`config.mk`:
```
export PLATFORM = sky130hd
export DESIGN_NAME = divu_iter
export DESIGN_NICKNAME = d
export VERILOG_FILES = /design/src/rtl/divu_pkg.sv /design/src/rtl/divu_step.sv /design/src/rtl/divu_iter.sv
export SDC_FILE = /design/constraint.sdc
export NUM_CORES = 1
export LEC_CHECK = 0
export ABC_CLOCK_PERIOD_IN_PS = 2500
export BUFFER_PORTS_ARGS = -buffer_cell sky130_fd_sc_hd__buf_2
export CORE_MARGIN = 5
export CORE_UTILIZATION = 25
export CTS_BUF_LIST = sky130_fd_sc_hd__clkbuf_4
export DETAILED_ROUTE_END_ITERATION = 6
export PLACE_DENSITY = 0.52
export SLEW_MARGIN = 15
export SYNTH_ARGS = -nofsm -noshare
export SYNTH_HDL_FRONTEND = slang
export SYNTH_SLANG_ARGS = --single-unit
```
`constraint.sdc`:
```
create_clock -name clk -period 2.5 [get_ports clk]
set_input_delay 0.125 -clock clk [delete_from_list [all_inputs] [get_ports clk]]
set_output_delay 0.125 -clock clk [all_outputs]
set_load 0.005 [all_outputs]
```
`src/rtl/divu_pkg.sv`:
```
// Shared types and helpers for the iterative unsigned divider.
// Holds the FSM encoding, the datapath width and the 32-bit carry-lookahead adder.
package divu_pkg;

    localparam int WIDTH = 32;

    typedef enum logic [1:0] {
        IDLE = 2'd0,
        BUSY = 2'd1,
        DONE = 2'd2
    } state_t;

    function automatic int cnt_width(input int bpc);
        return ((WIDTH / bpc) > 1) ? $clog2(WIDTH / bpc) : 1;
    endfunction

    // Returns {carry_out, sum}. Four-bit lookahead groups with carry passed between groups.
    function automatic logic [WIDTH:0] cla_add32(input logic [WIDTH-1:0] a,
                                                 input logic [WIDTH-1:0] b,
                                                 input logic             cin);
        logic [WIDTH-1:0] g;
        logic [WIDTH-1:0] p;
        logic [WIDTH:0]   c;
        g    = a & b;
        p    = a ^ b;
        c    = '0;
        c[0] = cin;
        for (int k = 0; k < WIDTH; k += 4) begin
            c[k+1] = g[k] | (p[k] & c[k]);
            c[k+2] = g[k+1] | (p[k+1] & g[k]) | (p[k+1] & p[k] & c[k]);
            c[k+3] = g[k+2] | (p[k+2] & g[k+1]) | (p[k+2] & p[k+1] & g[k])
                   | (p[k+2] & p[k+1] & p[k] & c[k]);
            c[k+4] = g[k+3] | (p[k+3] & g[k+2]) | (p[k+3] & p[k+2] & g[k+1])
                   | (p[k+3] & p[k+2] & p[k+1] & g[k])
                   | (p[k+3] & p[k+2] & p[k+1] & p[k] & c[k]);
        end
        return {c[WIDTH], p ^ c[WIDTH-1:0]};
    endfunction

endpackage

```
`src/rtl/divu_step.sv`:
```
// One restoring-division step: shift in the next dividend bit, trial-subtract the
// divisor on the CLA adder, keep the difference when it does not borrow.
module divu_step
    import divu_pkg::*;
(
    input  logic [WIDTH-1:0] i_rem,
    input  logic [WIDTH-1:0] i_dq,
    input  logic [WIDTH-1:0] i_divisor,
    output logic [WIDTH-1:0] o_rem,
    output logic [WIDTH-1:0] o_dq
);

    logic [WIDTH:0] w_shift;
    logic [WIDTH:0] w_sum;
    logic           w_ge;

    assign w_shift = {i_rem, i_dq[WIDTH-1]};
    assign w_sum   = cla_add32(w_shift[WIDTH-1:0], ~i_divisor, 1'b1);

    // rem' fits in 33 bits and stays below 2*divisor, so the low 32 bits of the
    // difference are exact whenever rem' >= divisor.
    assign w_ge    = w_shift[WIDTH] | w_sum[WIDTH];
    assign o_rem   = w_ge ? w_sum[WIDTH-1:0] : w_shift[WIDTH-1:0];
    assign o_dq    = {i_dq[WIDTH-2:0], w_ge};

endmodule

```
`src/rtl/divu_iter.sv`:
```
// Iterative 32-bit unsigned divider, BITS_PER_CYCLE quotient bits per clock,
// with valid/ready handshakes on both operand and result sides.
module divu_iter
    import divu_pkg::*;
#(
    parameter int BITS_PER_CYCLE = 1
) (
    input  logic             clk,
    input  logic             rst,
    input  logic             i_valid,
    output logic             i_ready,
    input  logic [WIDTH-1:0] i_dividend,
    input  logic [WIDTH-1:0] i_divisor,
    output logic             o_valid,
    input  logic             o_ready,
    output logic [WIDTH-1:0] o_quotient,
    output logic [WIDTH-1:0] o_remainder
);

    localparam int N     = WIDTH / BITS_PER_CYCLE;
    localparam int CNT_W = cnt_width(BITS_PER_CYCLE);

    state_t           r_state;
    logic [CNT_W-1:0] r_cnt;
    logic [WIDTH-1:0] r_divisor;
    logic [WIDTH-1:0] r_dq;
    logic [WIDTH-1:0] r_rem;

    logic [WIDTH-1:0] w_rem [BITS_PER_CYCLE+1];
    logic [WIDTH-1:0] w_dq  [BITS_PER_CYCLE+1];

    assign w_rem[0] = r_rem;
    assign w_dq[0]  = r_dq;

    // Steps are chained combinationally, most significant quotient bit first.
    for (genvar gi = 0; gi < BITS_PER_CYCLE; gi++) begin : g_step
        divu_step u_step (
            .i_rem     (w_rem[gi]),
            .i_dq      (w_dq[gi]),
            .i_divisor (r_divisor),
            .o_rem     (w_rem[gi+1]),
            .o_dq      (w_dq[gi+1])
        );
    end

    always_ff @(posedge clk) begin
        if (rst) begin
            r_state <= IDLE;
            r_cnt   <= '0;
            r_dq    <= '0;
            r_rem   <= '0;
        end else begin
            case (r_state)
                IDLE: begin
                    if (i_valid) begin
                        r_divisor <= i_divisor;
                        r_dq      <= i_dividend;
                        r_rem     <= '0;
                        r_cnt     <= '0;
                        r_state   <= BUSY;
                    end
                end
                BUSY: begin
                    r_dq  <= w_dq[BITS_PER_CYCLE];
                    r_rem <= w_rem[BITS_PER_CYCLE];
                    r_cnt <= r_cnt + 1'b1;
                    if (r_cnt == CNT_W'(N - 1)) begin
                        r_state <= DONE;
                    end
                end
                DONE: begin
                    if (o_ready) begin
                        r_state <= IDLE;
                    end
                end
                default: begin
                    r_state <= IDLE;
                end
            endcase
        end
    end

    assign i_ready     = (r_state == IDLE);
    assign o_valid     = (r_state == DONE);
    assign o_quotient  = r_dq;
    assign o_remainder = r_rem;

endmodule

```
After elaboration in Yosys (flattened, before gate mapping)
Index checks and enable logic that the tools add are counted.
{"block": "word_totals", "inputBits": 68, "romBits": 0, "latchBits": 0, "mem_count": 0, "wordCells": 238, "mem_bits_rw": 0, "out_inout_bits": 66, "ff_bits": 103}
{"block": "classes", "n_bitwise": 210, "magnitude_cmp": 0, "eq_ne": 6, "n_mul": 0, "reduce_logical": 5, "muxes": 11, "div": 0, "add_sub_neg": 1, "shift": 0}
{"op": "32-bit case mux with 2 select lines", "count": 2}
{"op": "1-bit bitwise AND", "count": 124}
{"op": "32-bit two-way mux", "count": 3}
{"op": "1-bit OR", "count": 81}
{"op": "32-bit bitwise XOR", "count": 2}
{"op": "32-bit bitwise AND", "count": 1}
{"op": "32-bit NOT", "count": 1}
{"op": "5-bit case mux with 2 select lines", "count": 1}
{"op": "2-bit two-way mux", "count": 3}
{"op": "2-bit case mux with 3 select lines", "count": 1}
{"op": "3-bit AND reduction", "count": 2}
{"op": "5-bit by 1-bit adder with 5-bit output, second input constant", "count": 1}
{"op": "5-bit equality test, second input constant", "count": 1}
{"op": "5-bit two-way mux", "count": 1}
{"op": "2-bit != test, second input constant", "count": 2}
{"op": "2-bit by 1-bit equality test with 1-bit output, second input constant", "count": 1}
{"op": "2-bit equality test, second input constant", "count": 1}
{"op": "2-bit zero test", "count": 1}
{"op": "2-bit by 1-bit != test with 1-bit output, second input constant", "count": 1}
{"op": "2-bit AND reduction", "count": 1}
{"op": "2-bit nonzero test", "count": 1}
{"op": "1-bit NOT", "count": 1}

Depth between registers and ports, before layout
Gate-level depths: netlist (run 1).
{"block": "depth", "ltp_word": 24, "mapped_depth": 12, "ltp_nobuf": 12}

By module
From an unflattened synthesis (run 1), not the netlist that was laid out.
{"block": "unflattened", "hier_cells": 728, "area_unflattened_um2": 6727.7}
{"module": "divu_iter", "seq_area_each_um2": 2382.3, "cells_each": 420, "n_inst": 1, "area_each_um2": 4286.6}
{"module": "divu_step", "seq_area_each_um2": 0.0, "cells_each": 308, "n_inst": 1, "area_each_um2": 2441.1}

Least setup slack after synthesis (run 1)
OpenSTA, ideal clock, no wires.
{"block": "synth_timing", "path_type": "register to register", "startpoint": "reg r_state[0]", "endpoint": "reg r_divisor[0] (enable)", "required_time_ps": 2079, "path_stages_with_launch": 5, "setup_time_ps": 421, "setup_slack_ps": -164, "t_arrival_ps": 2242, "period_less_slack_ps": 2664, "n_path_buf": 1, "cell_sequence": "dfxtp_1 -> nor2_1 -> nand2_1 -> clkbuf_1 -> nor2_1"}
{"block": "synth_via", "elab_chain_cells": 2}
{"item": "start, declared", "line_no": "divu_iter.sv:23", "source": "state_t r_state;"}
{"item": "start signal, assigned", "line_no": "divu_iter.sv:48", "source": "r_state <= IDLE;"}
{"item": "start signal, assigned", "line_no": "divu_iter.sv:60", "source": "r_state <= BUSY;"}
{"item": "start signal, assigned", "line_no": "divu_iter.sv:68", "source": "r_state <= DONE;"}
{"item": "2-bit zero test"}
{"item": "named net i_ready", "line_no": "divu_iter.sv:11", "source": "output logic i_ready,"}
{"item": "3-bit AND reduction (no source line)"}
{"item": "end signal, assigned", "line_no": "divu_iter.sv:56", "source": "r_divisor <= i_divisor;"}
{"item": "end, declared", "line_no": "divu_iter.sv:25", "source": "logic [WIDTH-1:0] r_divisor;"}
The timed path passes the listed nets, and every way through them passes these cells.
A chain may end at the register's enable or synchronous reset.

Worst setup path after layout (run 1)
{"block": "layout_timing", "startpoint": "reg r_divisor[17]", "endpoint": "reg r_rem[28], in the netlist o_remainder[28]"}
{"block": "layout_via", "elab_chain_cells": 15, "elab_cells_between_ends": 21, "classes_between": "2 x mux; 19 x bitwise"}
{"item": "32-bit NOT *", "line_no": "divu_step.sv:18", "source": "assign w_sum = cla_add32(w_shift[WIDTH-1:0], ~i_divisor, 1'b1);"}
{"item": "32-bit bitwise AND or 32-bit bitwise XOR (tied branches)", "line_no": "divu_pkg.sv:24, divu_pkg.sv:25"}
{"item": "1-bit bitwise AND (on tied branches)", "line_no": "divu_pkg.sv:33, divu_pkg.sv:34, divu_pkg.sv:35"}
{"item": "1-bit OR (tied with other cells)", "line_no": "divu_pkg.sv:33", "source": "c[k+4] = g[k+3] | (p[k+3] & g[k+2]) | (p[k+3] & p[k+2] & g[k+1])"}
{"item": "1-bit OR or 1-bit bitwise AND (tied branches)", "line_no": "divu_pkg.sv:34, divu_pkg.sv:35"}
{"item": "1-bit OR *", "line_no": "divu_pkg.sv:35", "source": "| (p[k+3] & p[k+2] & p[k+1] & p[k] & c[k]);"}
{"item": "1-bit bitwise AND *", "line_no": "divu_pkg.sv:35"}
{"item": "1-bit OR *", "line_no": "divu_pkg.sv:35"}
{"item": "1-bit bitwise AND *", "line_no": "divu_pkg.sv:35"}
{"item": "1-bit OR *", "line_no": "divu_pkg.sv:35"}
{"item": "1-bit bitwise AND", "line_no": "divu_pkg.sv:35"}
{"item": "1-bit OR", "line_no": "divu_pkg.sv:35"}
{"item": "1-bit OR", "line_no": "divu_step.sv:22", "source": "assign w_ge = w_shift[WIDTH] | w_sum[WIDTH];"}
{"item": "32-bit two-way mux *", "line_no": "divu_step.sv:23", "source": "assign o_rem = w_ge ? w_sum[WIDTH-1:0] : w_shift[WIDTH-1:0];"}
{"item": "32-bit case mux with 2 select lines *", "line_no": "divu_iter.sv:53", "source": "case (r_state)"}
{"item": "end signal, assigned", "line_no": "divu_iter.sv:65", "source": "r_rem <= w_rem[BITS_PER_CYCLE];"}
{"item": "end, declared", "line_no": "divu_iter.sv:27", "source": "logic [WIDTH-1:0] r_rem;"}
Mark *: on every way between the ends. The rest lies on a longest branch, timed or not.

==> metrics.md, run 1 <==
| Metric | Value |
|---|---|
| Area grow syn2layout | 52.18% |
| Syn Area/Cell | 9.108 um^2 |
| Max Cap Viol | 0 |
| ANT nets after route | 0 |
| DRT Pass-1 Iters | 4 |
| LEAKAGE | 3.644 nW |
| Total Power | between 3 and 4 mW |
| First-pass GRT wire length | 26.90 mm |
| Wire per inst | 14.21 um |
| Clock Sinks | 103 |
| Leading area contributor after synthesis | dfxtp_1 |
| # rows | 54 |
| Final Hold Viols | 0 |
| Max_slew headroom | 0.7164 |
| Most used DFF post-synth | dfxtp_1 |
| Vias post-DR | around 5300 |
| Routed WL | 16.59 mm |
| Num CTS Buffers | 9 |
| CP max FO | 6 |
| Core area | 21820 um^2 |
| WP data required | just under 3 ns |
| Clock Power Share | 0.289 |
| Post-DP HPWL | 11.44 mm |
| Die height | 159.0 um |
| Min-Delay Path Class | input port to register |
| Placer Congestion | 0.7658 |
| Placed Area | ~7100 um^2 |
| Pins Over Slew Limit | 0 |
| Sw Pwr | 1.009 mW |
| Slew at the pin closest to its max-slew limit | 0.4255 ns |
| Clk pin slew, worst setup/hold paths | 0.19 ns |
| Design area | 8441 um^2 |
| #FFs+latches synth | 103 |
| Commonest cells after routing, fill and taps aside | buf_2 (133), nand2_1 (104), buf_4 (80) |
| Register area share after synthesis | 0.4295 |
| FMAX | 384.1 MHz |
| Largest net degree at the start of global routing | 62 |
| CTS H-tree lvls | 3 |
| Setup Crit Path Kind | register to register |
| RSZ-0062 raised after global routing | true |
| Gate power share | 0.156 |
| Final WS setup | -0.1036 ns |
| Peak supply drop | approximately 250 uV |
| Crit share post-route | 1.041 |
| Status | finished, violations left |
| DRC Markers | 0 |
| Most area-consuming cells after synthesis | dfxtp_1 (26%), edfxtp_1 (17%), ha_1 (7.9%) |
| YS warnings | 0 |
| Initial antenna violation count | 3 |
| Count of endpoints failing setup in the final report | 24 |
| Yosys cell types | 49 |
| Reg2reg path depth | 13 |
| Clock buffer depth | 2 |
| Final Net Count | 990 |
| Die area | 25270 um^2 |
| Post-synth ARST share | 0 |
| Root buffer cell | clkbuf_4 |
| Mapped Nets | 719 |
| Yosys top cell area share | 0.2563 |
| Power density cells | 393.2 nW/um^2 |
| Mapped Cells | 609 |
| Commonest non-fill, non-tap cell in the layout | buf_2 |
| Final TNS setup | -1.778 ns |
| Total grt overflow | 0 |
| Arrival time worst endpoint | 3.01 ns |
| Period minus WS final | 2.604 ns |
| Initial Util | 0.2542 |
| PortBufs | 133 |
| Worst skew pair latency | between 0.5 and 0.6 ns |
| Int Pwr | 2.310 mW |
| Worst setup SP type | register |
| I/O Pins | 134 |
| Total GRT Usage | 0.1281 |
| Starting DRT DRC Count | 155 |
| Layout cells sized above 1 | 0.3458 |
| Worst setup EP type | register |
| Mapped Area | 5547 um^2 |
| Post-synth EDFFs | 32 |
| DR vias/cell | 4.519 |
| Die X | about 160 um |
| Failing checks | negative setup slack |
| Clock skew | between 0.04 and 0.05 ns |
| Hold Path Depth | 4 |
| Hold Slack | approximately 0.10 ns |
| Sequential Power Share | 0.555 |
| TritonCTS clock tree | yes |
| Vias in the first global route | between 5000 and 6000 |
| Sw Share | 0.3039 |
==> worst max-delay path, stage by stage, from the launching register on <==
cell and delay (ns):
edfxtp_1 0.40, inv_2 0.05, ha_4 0.28, a21oi_2 0.06, o21ai_2 0.18, a32oi_2 0.13
buf_4 0.16, o221a_4 0.21, a21o_1 0.21, a31oi_4 0.24, buf_6 0.19, buf_16 0.14
mux2i_1 0.18, o21ai_1 0.08
==> kinds of logic (layout without fill, tap and decap cells) <==
family / after synthesis / in the layout / synth area share
AND/OR/NAND/NOR: 198 / 198 / 0.1518
AO/OA/AOI/OAI: 138 / 138 / 0.1690
flip-flops: 103 / 103 / 0.4295
buffers and inverters: 75 / 351 / 0.05482
adder cells (fa/ha/maj): 42 / 42 / 0.1042
multiplexers: 31 / 31 / 0.05594
XOR/XNOR: 22 / 22 / 0.03474
other: 0 / 3 / 0
==> cells in the mapped netlist (all sizes together), types with 6 or more instances <==
master  number
xnor2       10
o21ai       47
xor2        12
nand3        7
nand2      108
edfxtp      32
a21oi       24
clkbuf      26
nor2        51
and3         6
dfxtp       71
mux2i       31
a21o         6
nor3         9
ha          35
a311oi      32
inv         44
fa           7
==> area by class of cell <==
cell class | count | area [um^2]
fillers | 2217 | 13380
multi-input cells | 431 | 3238
flip-flops and latches | 103 | 2384
repair buffers | 291 | 2147
well taps | 280 | 350.3
inverters | 44 | 165.2
clock inverters | 7 | 81.33
clock buffers | 9 | 67.56
diodes | 3 | 7.507
==> per-layer routing <==
metal  GRT usage  share of wire  vias to the layer above
met5           0              0                        -
met4     0.03412          0.014                        0
met3     0.04349          0.065                       14
met2      0.2107           0.47                      132
met1      0.1612           0.45                     2443
li1            -              -                     2689
==> what timing repair did <==
action	in CTS	in global routing
buffers inserted	4	3
pin swaps	11	23
endpoints found under the hold margin	66	0
hold buffers	67	0
gates resized for setup	36	36
gates cloned	2	2
endpoints found under the setup margin	33	34
==> worst paths after layout <==
check | slack (ns) | start | to
max reg2reg | -0.10 | r_divisor[17]$_DFFE_PP_ | o_remainder[28]$_SDFFE_PP0P_
min reg2reg | 0.45 | r_state[1]$_SDFFE_PP0P_ | r_state[0]$_SDFFE_PP0P_
min | 0.10 | rst | o_remainder[31]$_SDFFE_PP0P_
max | -0.10 | r_divisor[17]$_DFFE_PP_ | o_remainder[28]$_SDFFE_PP0P_
==> registers in the layout, indices dropped and copies added (netlist names) <==
| register | cells |
|---|---|
| r_cnt | 5 |
| r_state | 2 |
| o_remainder | 32 |
| r_divisor | 32 |
| o_quotient | 32 |
==> metrics by stage <==
step	setup slack (ns)	instances	util
6_report	-0.1036	1168	0.3868
5_1_grt	-0.2649	1168	0.3868
4_1_cts	-0.09213	1161	0.3763
3_5_place_dp	-0.2161	1072	0.3259
3_3_place_gp	-0.2006	1072	0.3259
2_1_floorplan	0.00009703	609	-
==> power by group through the flow <==
stage	clock network [mW]	logic [mW]	registers (mW)
CTS	1.02	0.518	1.84
floorplan	0	0.220	1.87
finish	0.960	0.518	1.84
global placement	0	0.420	1.88
detailed placement	0	0.422	1.87
global route	1.07	0.581	1.85
Power figures use the tool's default switching activity.
==> run 2, diff against run 1 <==
--- a/config.mk
+++ b/config.mk
@@ -5,13 +5,13 @@
 export SDC_FILE = /design/constraint.sdc
 export NUM_CORES = 1
 export LEC_CHECK = 0
-export ABC_CLOCK_PERIOD_IN_PS = 2500
+export ABC_CLOCK_PERIOD_IN_PS = 2640
 export BUFFER_PORTS_ARGS = -buffer_cell sky130_fd_sc_hd__buf_2
 export CORE_MARGIN = 5
 export CORE_UTILIZATION = 25
 export CTS_BUF_LIST = sky130_fd_sc_hd__clkbuf_4
 export DETAILED_ROUTE_END_ITERATION = 6
-export PLACE_DENSITY = 0.52
+export PLACE_DENSITY = 0.5
 export SLEW_MARGIN = 15
 export SYNTH_ARGS = -nofsm -noshare
 export SYNTH_HDL_FRONTEND = slang
==> constraint.sdc (replaced) <==
create_clock -name clk -period 2.64 [get_ports clk]
set_input_delay 0.132 -clock clk [delete_from_list [all_inputs] [get_ports clk]]
set_output_delay 0.132 -clock clk [all_outputs]
set_load 0.005 [all_outputs]
==> metrics.md, run 2 (synthesized netlist as in run 1, its figures left out) <==
| Metric | Value |
|---|---|
| CTS H-tree lvls | 3 |
| Starting DRT DRC Count | 191 |
| Routed WL | 16.52 mm |
| Min-Delay Path Class | input port to register |
| Vias post-DR | a little over 5000 |
| Clock buffer depth | 2 |
| Clk pin slew, worst setup/hold paths | ~0.19 ns |
| Total GRT Usage | 0.1278 |
| Final Net Count | 963 |
| Period minus WS final | about 2.6 ns |
| Commonest cells after routing, fill and taps aside | buf_2 (133), nand2_1 (107), dfxtp_1 (69) |
| Largest net degree at the start of global routing | 43 |
| Initial Util | 0.2542 |
| Final WS setup | ~0.063 ns |
| Most frequent CP cell | a21o_1 |
| Routing usage on met1 | 0.1627 |
| Max Cap Viol | 0 |
| DR vias/cell | 4.474 |
| Die area | 25270 um^2 |
| Worst setup EP type | register |
| I/O Pins | 134 |
| PortBufs | 133 |
| Die X | 159.0 um |
| First-pass GRT wire length | 26.79 mm |
| M3 GR Usage | 0.04064 |
| Total Power | 3.092 mW |
| Final Hold Viols | 0 |
| Grt met2 use | 0.2126 |
| Peak supply drop | 240.2 uV |
| Hold Slack | 0.06026 ns |
| Layout cells sized above 1 | 0.3252 |
| Total grt overflow | 0 |
| Wire per inst | between 10 and 15 um |
| FMAX | 388.0 MHz |
| R2r setup slk | 0.06 ns |
| Top delay family on crit path | compound AO/OA/AOI/OAI gates |
| Status | complete, no violations |
| Placer Congestion | 0.7717 |
| Num CTS Buffers | 9 |
| RSZ-0062 raised after global routing | true |
| Commonest non-fill, non-tap cell in the layout | buf_2 |
| Initial antenna violation count | 3 |
| Setup Crit Path Kind | register to register |
| Area grow syn2layout | 46.49% |
| Max_slew headroom | 0.3283 |
| DRT Pass-1 Iters | 4 |
| Vias in the first global route | 5208 |
| Slew at the pin closest to its max-slew limit | 1.002 ns |
| Pins Over Slew Limit | 0 |
| Worst skew pair latency | 0.50 ns |
| Arrival time worst endpoint | 2.95 ns |
| Root buffer cell | clkbuf_4 |
| LEAKAGE | approximately 3.4 nW |
| ANT nets after route | 0 |
| Worst path buffer plus inverter count | 2 |
| Count of endpoints failing setup in the final report | 0 |
| Busiest grt layer | met2 |
| CP max FO | 8 |
| Power density cells | 380.5 nW/um^2 |
| Pre-CTS setup slack | -0.1020 ns |
| Crit-path cells | inv_2, ha_4, and4_4, and3_4, nand3_2, a21o_1, a21o_1, a31oi_4, buf_4, mux2i_2, o21ai_1 |
| Crit share post-route | 0.9763 |
| Core area | 21820 um^2 |
| Die height | 159.0 um |
| TritonCTS clock tree | yes |
| # rows | 54 |
| CP max stage cell | edfxtp_1 |
| Post-DP HPWL | ~11 mm |
| Clock Sinks | between 100 and 150 |
| WP data required | ~3.0 ns |
| DRC Markers | 0 |
| CP max stage delay | 0.38 ns |
| Clock skew | about 0.028 ns |
| Worst setup SP type | register |
-- run 2: power breakdown --
group / leakage, nW / internal [mW] / switching [mW]
Clock: 0.0781 / 0.227 / 0.640
Sequential: 0.877 / 1.70 / 0.0417
Combinational: 2.49 / 0.241 / 0.242
Total: 3.44 / 2.17 / 0.923
-- run 2: area by class of cell --
| type | count | area [um^2] |
|---|---|---|
| fill | 2269 | 13700 |
| multi-input combinational | 431 | 3214 |
| sequential | 103 | 2385 |
| timing repair buffer | 264 | 1862 |
| tap | 280 | 350.3 |
| inverter | 44 | 165.2 |
| clock inverter | 7 | 73.82 |
| clock buffer | 9 | 67.56 |
| antenna | 3 | 7.507 |
-- run 2: worst register-to-register path, delay by kind of cell (launching register included) --
kind / cells / cell delay [ns]
simple gates: 3 / 0.55
mux: 1 / 0.23
compound gates: 4 / 0.74
fa+ha+maj: 1 / 0.27
flops: 1 / 0.38
buf+inv: 2 / 0.31
-- run 2: final timing paths --
kind | from | cells past startpoint | end
max | r_divisor[10]$_DFFE_PP_ | 11 | o_remainder[3]$_SDFFE_PP0P_
min | rst | 4 | o_remainder[9]$_SDFFE_PP0P_
max reg2reg | r_divisor[10]$_DFFE_PP_ | 11 | o_remainder[3]$_SDFFE_PP0P_
min reg2reg | r_cnt[3]$_SDFFE_PP0P_ | 1 | r_cnt[3]$_SDFFE_PP0P_
-- run 2: metal layers --
layer / wire, um / part of all wire / up-vias
met5: 0 / 0 / -
met4: 182 / 0.011 / 0
met3: 917 / 0.055 / 12
met2: 7752 / 0.47 / 104
met1: 7671 / 0.46 / 2361
li1: - / - / 2628
-- run 2: metrics by stage --
step                        util  setup TNS, ns  std cells  instance area (um^2)
after floorplan                -              0        609                  5554
after global placement    0.3151        -0.1988       1047                  6877
after detailed placement  0.3151         -1.452       1047                  6877
after CTS                 0.3688       -0.06117       1138                  8048
after global routing      0.3723        -0.6675       1141                  8125
final                     0.3723              0       1141                  8125
-- run 2: what timing repair did --
action / CTS / global route
hold buffers: 66 / 0
endpoints found under the setup margin: 31 / 32
buffers inserted: 7 / 5
cloned: 3 / 0
endpoints found under the hold margin: 66 / 0
pin swaps: 11 / 19
resized for setup: 40 / 34
==> run 3, diff against run 2 <==
--- a/config.mk
+++ b/config.mk
@@ -7,10 +7,12 @@
 export LEC_CHECK = 0
 export ABC_CLOCK_PERIOD_IN_PS = 2640
 export BUFFER_PORTS_ARGS = -buffer_cell sky130_fd_sc_hd__buf_2
+export CAP_MARGIN = 30
 export CORE_MARGIN = 5
 export CORE_UTILIZATION = 25
 export CTS_BUF_LIST = sky130_fd_sc_hd__clkbuf_4
 export DETAILED_ROUTE_END_ITERATION = 6
+export MAX_ROUTING_LAYER = met4
 export PLACE_DENSITY = 0.5
 export SLEW_MARGIN = 15
 export SYNTH_ARGS = -nofsm -noshare
==> metrics.md, run 3 (synthesized netlist as in run 1, its figures left out) <==
| Metric | Value |
|---|---|
| Status | complete, no violations |
| Largest net degree at the start of global routing | 43 |
| Reg2reg path depth | 11 |
| Max_slew headroom | 0.5793 |
| Clock buffer depth | 2 |
| Total GRT Usage | 0.1312 |
| Layout cells sized above 1 | 0.3271 |
| Clock skew | 0.03294 ns |
| Commonest non-fill, non-tap cell in the layout | buf_2 |
| Pins Over Slew Limit | 0 |
| FMAX | 387.8 MHz |
| Peak supply drop | 243.5 uV |
| I/O Pins | 134 |
| Vias in the first global route | 5221 |
| First-pass GRT wire length | approximately 27 mm |
| PortBufs | 133 |
| Final Hold Viols | 0 |
| Arrival time worst endpoint | 2.95 ns |
| Setup Crit Path Kind | register to register |
| Routed WL | 16.54 mm |
| Crit share post-route | 0.9766 |
| Die area | about 25000 um^2 |
| Worst skew pair latency | ~0.50 ns |
| Fillers | 2267 |
| Hold Slack | about 0.15 ns |
| RSZ-0062 raised after global routing | true |
| Worst setup SP type | register |
| CP max FO | 8 |
| Clock Sinks | 103 |
| Num CTS Buffers | 9 |
| Total Power | 3.095 mW |
| Final TNS setup | 0 ns |
| Wire per inst | 14.49 um |
| ANT nets after route | 0 |
| Fin util | 0.3729 |
| Worst setup EP type | register |
| Hold Path Depth | 5 |
| Initial antenna violation count | 3 |
| Final Net Count | 964 |
| Most frequent CP cell | a21o_1 |
| Die X | ~160 um |
| DRC Markers | 0 |
| CP max stage delay | 0.38 ns |
| CP max stage cell | edfxtp_1 |
| Min-Delay Path Class | input port to register |
| Crit-path cells | inv_2, ha_4, and4_4, and3_4, nand3_2, a21o_1, a21o_1, a31oi_4, buf_4, mux2i_2, o21ai_1 |
| CTS H-tree lvls | 3 |
| Die height | 159.0 um |
| LEAKAGE | 3.449 nW |
| DRT Pass-1 Iters | 4 |
| WP data required | 3.02 ns |
| TritonCTS clock tree | yes |
| Post-DP HPWL | 11.41 mm |
| Core area | between 20000 and 25000 um^2 |
| Period minus WS final | 2.578 ns |
| Slew at the pin closest to its max-slew limit | 0.6310 ns |
| Total grt overflow | 0 |
| Reg area | between 2000 and 2500 um^2 |
| Footprint of the multi-input gates | 3219 um^2 |
| # rows | between 50 and 60 |
| Power density cells | 380.3 nW/um^2 |
| Starting DRT DRC Count | 175 |
| Initial Util | 0.2542 |
| DR vias/cell | roughly 4.5 |
| Clk pin slew, worst setup/hold paths | 0.18 ns |
| Count of endpoints failing setup in the final report | 0 |
| Root buffer cell | clkbuf_4 |
| Vias post-DR | 5108 |
| Max Cap Viol | 0 |
| Area grow syn2layout | 46.72% |
| Commonest cells after routing, fill and taps aside | buf_2 (133), nand2_1 (107), dfxtp_1 (69) |
| Placer Congestion | roughly 0.8 |
## run 3: routing by layer
metal | GRT usage | vias up | wire (um)
met5 | - | - | 0
met4 | 0.02869 | 0 | 178
met3 | 0.03521 | 14 | 863
met2 | 0.2135 | 106 | 7805
met1 | 0.1643 | 2357 | 7697
li1 | - | 2631 | -
## run 3: per-stage QoR
| stage | cells | setup slack (ns) | instance area (um^2) |
|---|---|---|---|
| finish | 1142 | 0.06165 | 8138 |
| global placement | 1047 | -0.03236 | 6877 |
| floorplan | 609 | 0.06923 | 5554 |
| CTS | 1138 | -0.01831 | 8048 |
| global route | 1142 | -0.06916 | 8138 |
| detailed placement | 1047 | -0.1020 | 6877 |
## run 3: power by group
| group | internal (mW) | leakage (nW) | total (mW) | switching (mW) |
|---|---|---|---|---|
| registers | 1.70 | 0.877 | 1.74 | 0.0418 |
| logic | 0.243 | 2.49 | 0.485 | 0.242 |
| clock network | 0.227 | 0.0781 | 0.868 | 0.640 |
## run 3: worst paths after layout
kind / from / slack [ns] / to
setup reg to reg: r_divisor[10]$_DFFE_PP_ / 0.06 / o_remainder[3]$_SDFFE_PP0P_
hold reg to reg: r_cnt[3]$_SDFFE_PP0P_ / 0.48 / r_cnt[3]$_SDFFE_PP0P_
setup / recovery: r_divisor[10]$_DFFE_PP_ / 0.06 / o_remainder[3]$_SDFFE_PP0P_
hold / removal: rst / 0.15 / o_remainder[9]$_SDFFE_PP0P_
## run 3: cell type report
| type | count | area share |
|---|---|---|
| multi-input cells | 431 | 0.3956 |
| well taps | 280 | 0.04305 |
| diodes | 3 | 0.0009225 |
| inverters | 44 | 0.02030 |
| repair buffers | 265 | 0.2297 |
| clock buffers | 9 | 0.008303 |
| flip-flops and latches | 103 | 0.2931 |
| clock inverters | 7 | 0.009071 |
## run 3: timing repair
item / in CTS / in global routing
gates cloned: 3 / 0
hold endpoints to repair: 66 / 0
endpoints found under the setup margin: 31 / 32
resized for setup: 40 / 35
hold buffers: 66 / 0
buffers inserted: 7 / 5
pin swaps: 11 / 19
## run 3: worst max-delay path, delay by kind of cell, from the launching register on
family,cells,cell delay (ns)
AOI/OAI and AO/OA,4,0.73
buffers and inverters,2,0.31
and+or+nand+nor,3,0.55
DFF,1,0.38
muxes,1,0.22
adders and majority gates,1,0.27
